File: src/rtl/wave_sequencer.sv
// rtl/wave_sequencer.sv - wave-channel sample sequencer with wave-RAM fetch, volume scaling and length counter
//
// Ports:
//   system_clock    single clock, rising-edge state updates
//   reset           asynchronous active-low reset
//   timer_tick      one-cycle strobe at the channel base rate (period timer step)
//   length_tick     one-cycle strobe at the length-counter rate
//   NR30..NR34      channel register values (DAC/bank, length, volume, freq lo, freq hi/control)
//   nr31_wr         one-cycle strobe: NR31 written, reload length counter
//   nr34_wr         one-cycle strobe: NR34 written, trigger when NR34[7] is set
//   rd_req/rd_addr  wave-RAM read request and byte address {bank, byte[3:0]}
//   rd_valid        read completion, rd_data valid in the same cycle
//   rd_data         wave-RAM byte, high nibble is the even sample
//   sample_out      volume-scaled sample, unsigned 0..60
//   position        current sample index
//   channel_active  channel enabled status
module wave_sequencer #(
    parameter int FREQ_W = 11
) (
    input  logic       system_clock,
    input  logic       reset,
    input  logic       timer_tick,
    input  logic       length_tick,
    input  logic [7:0] NR30,
    input  logic [7:0] NR31,
    input  logic [7:0] NR32,
    input  logic [7:0] NR33,
    input  logic [7:0] NR34,
    input  logic       nr31_wr,
    input  logic       nr34_wr,
    output logic       rd_req,
    output logic [4:0] rd_addr,
    input  logic       rd_valid,
    input  logic [7:0] rd_data,
    output logic [5:0] sample_out,
    output logic [5:0] position,
    output logic       channel_active
);

    typedef enum logic [1:0] {
        IDLE  = 2'd0,
        RUN   = 2'd1,
        FETCH = 2'd2
    } state_t;

    localparam logic [FREQ_W-1:0] TIMER_MAX = {FREQ_W{1'b1}};
    localparam logic [FREQ_W-1:0] TIMER_ONE = FREQ_W'(1);

    state_t            state, state_n;
    logic [FREQ_W-1:0] timer, timer_n;
    logic [8:0]        length, length_n;
    logic [5:0]        position_n;
    logic [5:0]        sample_n;
    logic [4:0]        addr_n;
    logic              req_n;
    logic              active_n;
    // Set when the position moved on while a read was outstanding: the
    // data that eventually returns belongs to an old sample and is dropped.
    logic              stale, stale_n;

    logic              dac_on;
    logic              trigger;
    logic              advance;
    logic              expire;
    logic [5:0]        pos_adv;
    logic [3:0]        nibble;
    logic [5:0]        scaled;
    logic [FREQ_W-1:0] freq;

    logic unused_bits;
    assign unused_bits = ^{NR30[4:0], NR32[4:0], NR34[5:3]};

    // In dual-bank mode (NR30[5]) position[5] flips the selected bank so a
    // 64-sample pass plays the NR30[6] bank first, then the other one.
    function automatic logic [4:0] addr_of(input logic [5:0] p, input logic [7:0] nr30);
        logic bank;
        bank = nr30[5] ? (nr30[6] ^ p[5]) : nr30[6];
        return {bank, p[4:1]};
    endfunction

    assign dac_on  = NR30[7];
    assign trigger = nr34_wr & NR34[7];
    assign freq    = FREQ_W'({NR34[2:0], NR33});
    assign advance = (state != IDLE) && timer_tick && (timer == TIMER_MAX);
    assign pos_adv = NR30[5] ? (position + 6'd1) : {1'b0, position[4:0] + 5'd1};
    assign nibble  = position[0] ? rd_data[3:0] : rd_data[7:4];

    always_comb begin
        scaled = 6'd0;
        if (NR32[7]) begin
            scaled = {2'b00, nibble} + {1'b0, nibble, 1'b0};
        end else begin
            case (NR32[6:5])
                2'b01:   scaled = {nibble, 2'b00};
                2'b10:   scaled = {1'b0, nibble, 1'b0};
                2'b11:   scaled = {2'b00, nibble};
                default: scaled = 6'd0;
            endcase
        end
    end

    always_comb begin
        state_n    = state;
        timer_n    = timer;
        length_n   = length;
        position_n = position;
        sample_n   = sample_out;
        addr_n     = rd_addr;
        req_n      = rd_req;
        active_n   = channel_active;
        stale_n    = stale;
        expire     = 1'b0;

        // Length counter: a register write or a trigger takes the cycle,
        // so a coincident length_tick is not applied.
        if (nr31_wr) begin
            length_n = 9'd256 - {1'b0, NR31};
        end else if (trigger && dac_on) begin
            if (length == 9'd0) begin
                length_n = 9'd256;
            end
        end else if (length_tick && NR34[6] && (length != 9'd0)) begin
            length_n = length - 9'd1;
            expire   = (length == 9'd1);
        end

        if (!dac_on) begin
            state_n  = IDLE;
            active_n = 1'b0;
            sample_n = 6'd0;
            req_n    = 1'b0;
            stale_n  = 1'b0;
        end else if (trigger) begin
            state_n    = FETCH;
            active_n   = 1'b1;
            position_n = 6'd0;
            timer_n    = freq;
            if (rd_req && !rd_valid) begin
                // Address must stay put until the old read completes;
                // the position-0 read is issued when it does.
                stale_n = 1'b1;
            end else begin
                req_n   = 1'b1;
                addr_n  = addr_of(6'd0, NR30);
                stale_n = 1'b0;
            end
        end else if (expire) begin
            // An outstanding read is still allowed to complete in IDLE.
            state_n  = IDLE;
            active_n = 1'b0;
            stale_n  = 1'b0;
            if (rd_req && rd_valid) begin
                req_n = 1'b0;
            end
        end else begin
            if ((state != IDLE) && timer_tick) begin
                timer_n = (timer == TIMER_MAX) ? freq : (timer + TIMER_ONE);
            end
            case (state)
                IDLE: begin
                    if (rd_req && rd_valid) begin
                        req_n = 1'b0;
                    end
                end
                RUN: begin
                    if (advance) begin
                        position_n = pos_adv;
                        state_n    = FETCH;
                        req_n      = 1'b1;
                        addr_n     = addr_of(pos_adv, NR30);
                        stale_n    = 1'b0;
                    end
                end
                FETCH: begin
                    if (advance) begin
                        position_n = pos_adv;
                    end
                    if (rd_valid) begin
                        if (stale || advance) begin
                            addr_n  = addr_of(position_n, NR30);
                            stale_n = 1'b0;
                        end else begin
                            sample_n = scaled;
                            req_n    = 1'b0;
                            state_n  = RUN;
                        end
                    end else if (advance) begin
                        stale_n = 1'b1;
                    end
                end
                default: begin
                    state_n = IDLE;
                    req_n   = 1'b0;
                end
            endcase
        end
    end

    always_ff @(posedge system_clock or negedge reset) begin
        if (!reset) begin
            state          <= IDLE;
            timer          <= '0;
            length         <= 9'd0;
            position       <= 6'd0;
            sample_out     <= 6'd0;
            rd_addr        <= 5'd0;
            rd_req         <= 1'b0;
            channel_active <= 1'b0;
            stale          <= 1'b0;
        end else begin
            state          <= state_n;
            timer          <= timer_n;
            length         <= length_n;
            position       <= position_n;
            sample_out     <= sample_n;
            rd_addr        <= addr_n;
            rd_req         <= req_n;
            channel_active <= active_n;
            stale          <= stale_n;
        end
    end

endmodule
File: config.mk
export PLATFORM = sky130hd
export DESIGN_NAME = wave_sequencer
export DESIGN_NICKNAME = d
export VERILOG_FILES = /design/src/rtl/wave_sequencer.sv
export SDC_FILE = /design/constraint.sdc
export NUM_CORES = 1
export LEC_CHECK = 0
export CORE_ASPECT_RATIO = 0.5
export CORE_MARGIN = 2
export CORE_UTILIZATION = 47
export DETAILED_ROUTE_END_ITERATION = 6
export DONT_BUFFER_PORTS = 1
export PLACE_DENSITY_LB_ADDON = 0.12
export SLEW_MARGIN = 5
export SYNTH_ARGS = -nofsm -noshare
export SYNTH_HDL_FRONTEND = slang
export SYNTH_SLANG_ARGS = --single-unit
File: constraint.sdc
create_clock -name system_clock -period 2.85 [get_ports system_clock]
set_input_delay 0.57 -clock system_clock [delete_from_list [all_inputs] [get_ports system_clock]]
set_output_delay 0.57 -clock system_clock [all_outputs]
set_load 0.01 [all_outputs]
Yosys cells after proc, flatten, opt, wreduce, memory -nomap -nowiden --
Cells that the tools add are included. Widths: inputs -> output; s select.
Word-level totals: bits in registers 42, input bits 55, output and inout port bits 19, logic and storage cells 134
Operators by class: add/sub/neg operators 6, eq/ne operators 27, mux-type cells 65, bitwise logic cells 3, reduce and logical (&&, ||, !) cells 24
Operator list (number):
- $mux 6 | 15
- $mux 11 | 4
- $mux 9 | 4
- $mux 5 | 6
- $mux 1 | 23
- $pmux 6 s3 | 1
- $ne 5x5->1 const B | 3
- $mux 2 | 6
- $ne 3x3->1 const B | 4
- $ne 6x6->1 const B | 2
- $pmux 6 s2 | 1
- $reduce_and 4->1 | 3
- $add 11x1->11 const B | 1
- $eq 11x11->1 const B | 1
- $ne 2x2->1 const B | 5
- $pmux 5 s2 | 1
- $eq 9x1->1 const B | 1
- $logic_not 9->1 | 1
- $reduce_bool 9->1 | 1
- $sub 9x1->9 const B | 1
- $sub 9x8->9 const A | 1
- $logic_and 1x1->1 | 7
- $reduce_and 7->1 | 1
- $add 4x5->6 | 1
- other kinds (22) | 31

Depth between registers and ports, before layout --
depth in word-level cells 15, gate-level depth with buffers 10, mapped depth without buffers 8

Least setup slack after synthesis --
No wires, ideal clock.
path type register to register, from register timer[0], to register stale, library setup time 125 ps, arrival 2134 ps, required time 2725 ps, slack 591 ps, cell stages (with the launch flop) 7, buffers on the path 1, clock period less this slack 2259 ps, cells stage by stage dfrtp_1 ha_1 nand4_1 or4_1 clkbuf_1 o211ai_1 mux2_2
Between the ends: word-level cells in the longest chain between the ends 5, elaborated cells between the ends (all ways) 7, those cells by class eq/ne: 4; reduce/logical: 3
Ends and longest elaborated chain:
- from (decl) | line 50 | logic [FREQ_W-1:0] timer, timer_n;
- from (signal assigned) | line 212 | timer <= timer_n;
- $eq 11x11->1 * | line 84 | assign advance = (state != IDLE) && timer_tick && (timer == TIMER_MAX);
- $logic_and 1x1->1 * | line 84
- $logic_or 1x1->1 | line 179 | if (stale || advance) begin
- $ne 6x6->1 (no source line)
- $reduce_and 4->1 (no source line) *
- to (signal assigned) | line 219 | stale <= stale_n;
- to (decl) | line 59 | logic stale, stale_n;
Mark *: on every way between the ends. The rest lies on a longest branch, timed or not. A chain may end at the register's enable or synchronous reset.

Final worst setup path --
from register timer[0], to register position[0]
Between the ends: word-level cells in the longest chain between the ends 10
Ends and longest elaborated chain:
- $eq 11x11->1 * | line 84
- $logic_and 1x1->1 * | line 84
- $mux 6 *
- $mux 6 (4 in series)
- $pmux 6 s2 *
- $mux 6 * (2 in series)
- to (signal assigned) | line 214 | position <= position_n;
- to (decl) | line 36 | output logic [5:0] position,
Mark *: on every way between the ends. The rest lies on a longest branch, timed or not. The select of a mux whose other input is x is not followed.

==> metrics list <==
- The run finished with clean final reports.
- In this run, the number of DRC markers left after iteration 0 of detailed routing was about 140.
- Worst-path clk slew: 0.06 ns
- The count of buffers added on input and output ports is 0.
- Latest clock arrival within the worst-skew pair: between 0.2 and 0.3 ns
- For this run, asynchronously set or reset flops after synthesis account for between 90% and 100%.
* Max-Cap Viols: 0
- Y dimension of the die: approximately 61 um
* Maximum vdd drop: a little over 0.2 mV
- TritonCTS created 5 clock buffers.
* Proportion of netlist area held by the largest area contributor: roughly 35%
- For the pin with the worst max-slew slack, the measured transition is around 0.7 ns.
* Setup WS post-layout: just under 0.4 ns
- Fraction of power consumed by the clock network: between 30% and 40%
- In the final layout, the share of cells above drive strength 1 is approximately 9.0%.
- Area of the mapped netlist: about 0.003 sq mm
- Number of antenna violations at the first check in global routing: 0
* TritonCTS clock tree: built
- Number of register bits inferred by synthesis: 42
- Of the total power, the share spent switching nets is 32.09%.
* Number of max-slew violations in the final report: 0
- In this run the remaining antenna-violating nets after routing total 0.
- Final setup violation count: 0
- Summed over all cells, the static leakage comes to approximately 0.0013 uW.
- Post-placement setup slack: around 0.39 ns
* Final worst-path cycle share: roughly 86%
* Die span in x: roughly 120 um
- After clock tree synthesis, the flow added hold-fix buffers numbering 1.
- Cell taking the most area after synthesis: dfrtp_1
- The worst hold path belongs to the class input pin to asynchronous set/reset pin.
* Number of global-route vias before repair: 2467
* DR pass1 iterations: 4
* Pin count of the biggest net entering global routing: 43
* # Post-CTS Setup Buffers: 0
* Average vias per placed instance: roughly 6.2
- Sinks on the clock net: 42
- Dividing the synthesized area by the synthesized cell count gives approximately 8.6 sq um.
- Counting flops with a built-in enable in the synthesized netlist gives 0.
- Count of warnings emitted by yosys: 0
* Initial standard-cell utilization of the core: between 40% and 50%
- By area the synthesized netlist is led by dfrtp_1 35%, o21ai_0 5.9%, a21oi_1 5.3%, ha_1 4.1%, nand2_1 3.9%.
- For this run, design rule violations remaining after detail routing come to 0.
- Along the worst path, the maximum fanout reaches 13.
* Sort of element at the start of the critical path: flip-flop
* Area growth, synth to finish: 8.011%
* Peak Freq: 407.2 MHz
- Counting distinct cell types in the post-synthesis netlist gives 65.
- CTS Root Buffer Type: clkbuf_16
- In the synthesized netlist, the number of instances is ~360.
- Combinational logic is responsible for between 20% and 30% of the overall power.
- STA classifies the critical path endpoint as a flip-flop.
- Among all cell types in the netlist, the one instantiated most often is dfrtp_1.
- Standard cell core area: 0.006156 sq mm
* Die area: between 0.007 and 0.008 sq mm
- Routability-driven placement congestion ratio: approximately 0.86
- The net count of the finished layout is 423.
* Resized cells post-CTS: 0
- Worst setup skew after layout: 0.007068 ns
* Largest buffer count on any clock path: 2
- The floorplan has 20 rows.
* Sequential share of the synthesized area: 34.51%
- Detailed placement HPWL: around 5400 um
* Final Hold Viols: 0
* Required arrival time at the worst endpoint: ~3 ns
* Global route total overflow: 0
* Wire length of the first global-routing pass: 12120 um
- Crit Path Class: flip-flop to flip-flop
- Number of antenna cells inserted: 0
* Routed length per placed instance: between 15 and 20 um
* Most frequent cells after synthesis: 42 x dfrtp_1, 36 x o21ai_0, 32 x a21oi_1, 32 x nand2_1, 29 x nor2_1
- Net count after synthesis: 421
- The most used flip-flop cell after synthesis is dfrtp_1.
- The final layout contains routed wiring with a total length of approximately 7200 um.
- Power Density: 518.9 mW/mm^2
* Count of vias placed by the detailed router: ~2700
- The clock period could shrink to 2.456 ns.
- Summed over all nets, the switching power comes to ~550 uW.
* Setup repair after global routing missed its margin: no
- STA puts the critical path data arrival time at ~2.7 ns.
- between 70 and 80 I/O pins were placed.
* Register share of total power: between 40% and 50%
- Setup TNS Final: 0 ns
- The H-tree generated during clock tree synthesis spans 2 levels.
- Cell internal power was estimated by the tool at 1159 uW.
- Headroom to the max-slew limit came out at ~52%.
- Total GRT Usage: a little over a fifth
-- cells by family (layout without fill, tap and decap cells) --
group	after synthesis	after routing	share of synthesized area [%]
buf+inv	30	32	4.807
fa+ha+maj	11	11	4.766
compound gates	123	123	26.83
xor+xnor	12	12	3.451
simple gates	126	126	21.90
flops	42	42	34.51
mux	11	11	3.739
-- layout make-up --
cell class	instances	area, sq um
Clock inverter	2	10.01
Multi-Input combinational cell	283	1853
Clock buffer	5	125.1
Fill cell	620	2867
Sequential cell	42	1051
Tap cell	88	110.1
Inverter	18	67.56
Timing Repair Buffer	7	72.57
-- through the flow --
step | total power [uW] | cell area [sq um] | hold WS [ns] | utilization (%) | std cells
floorplan | 1068 | 3045 | 0.2744 | - | 355
global placement | 1138 | 3127 | 0.2754 | 50.79 | 437
detailed placement | 1154 | 3127 | 0.2754 | 50.79 | 437
CTS | 1716 | 3289 | 0.1307 | 53.44 | 445
global route | 1815 | 3289 | 0.1335 | 53.44 | 445
finish | 1707 | 3289 | 0.1209 | 53.44 | 445
-- flip-flops by register name, summed over array words and instances (netlist names) --
name            count
position            6
timer              11
stale               1
length              9
channel_active      1
state               2
rd_addr             5
sample_out          6
rd_req              1
-- power by group through the flow --
stage                     Combinational (uW)  Clock, uW  Sequential [uW]
after global routing                     418        586              811
after CTS                                370        554              792
after detailed placement                 351          0              803
after global placement                   341          0              797
after floorplan                          296          0              771
final                                    368        545              794
-- path summary, 6_finish.rpt --
check | startpoint | to | slack (ns) | cells past startpoint
max | timer[0] | position[0] | 0.39 | 5
min in group system_clock | NR34[0] | timer[8] | 0.44 | 1
max reg2reg | timer[0] | position[0] | 0.39 | 5
min | reset | timer[7] | 0.12 | 1
max in group asynchronous | reset | length[6] | 2.53 | 1
min reg2reg | timer[10] | timer[10] | 0.52 | 1
-- layout by cell type, fill, tap and decap left out, types with 3 or more instances in the layout --
master,synthesis,routed
nor3b_1,5,5
o2bb2ai_1,3,3
nor4_1,6,6
or3_1,3,3
clkbuf_16,0,5
xnor2_1,8,8
mux2i_1,8,8
nor3_1,11,11
a22oi_1,4,4
a21o_1,5,5
a31oi_1,3,3
o211ai_1,3,3
and2_1,3,3
xor2_1,4,4
o21ai_0,36,36
nand4_1,4,4
nand3_1,13,13
nor2b_1,3,3
mux2_2,3,3
a211oi_1,3,3
nor2_1,29,29
a221o_1,4,4
buf_4,0,6
a21oi_1,32,32
dfrtp_1,42,42
nand2_1,32,32
inv_1,18,18
ha_1,10,10
o22ai_1,3,3
-- critical path: stages (launching register included) --
cell	delay, ns
dfrtp_1	0.42
ha_1	0.23
nand4_1	0.19
or4_1	0.79
nor4_2	0.52
mux2_2	0.24
-- per-layer routing --
metal  wire length (um)  track usage [%]  vias up
met5                  0                0        -
met4                 95            6.196        0
met3                329            4.511       10
met2               3130            32.97       66
met1               3661            30.03     1334
li1                   -                -     1336
Note: power is estimated with default switching activity, not from simulation.
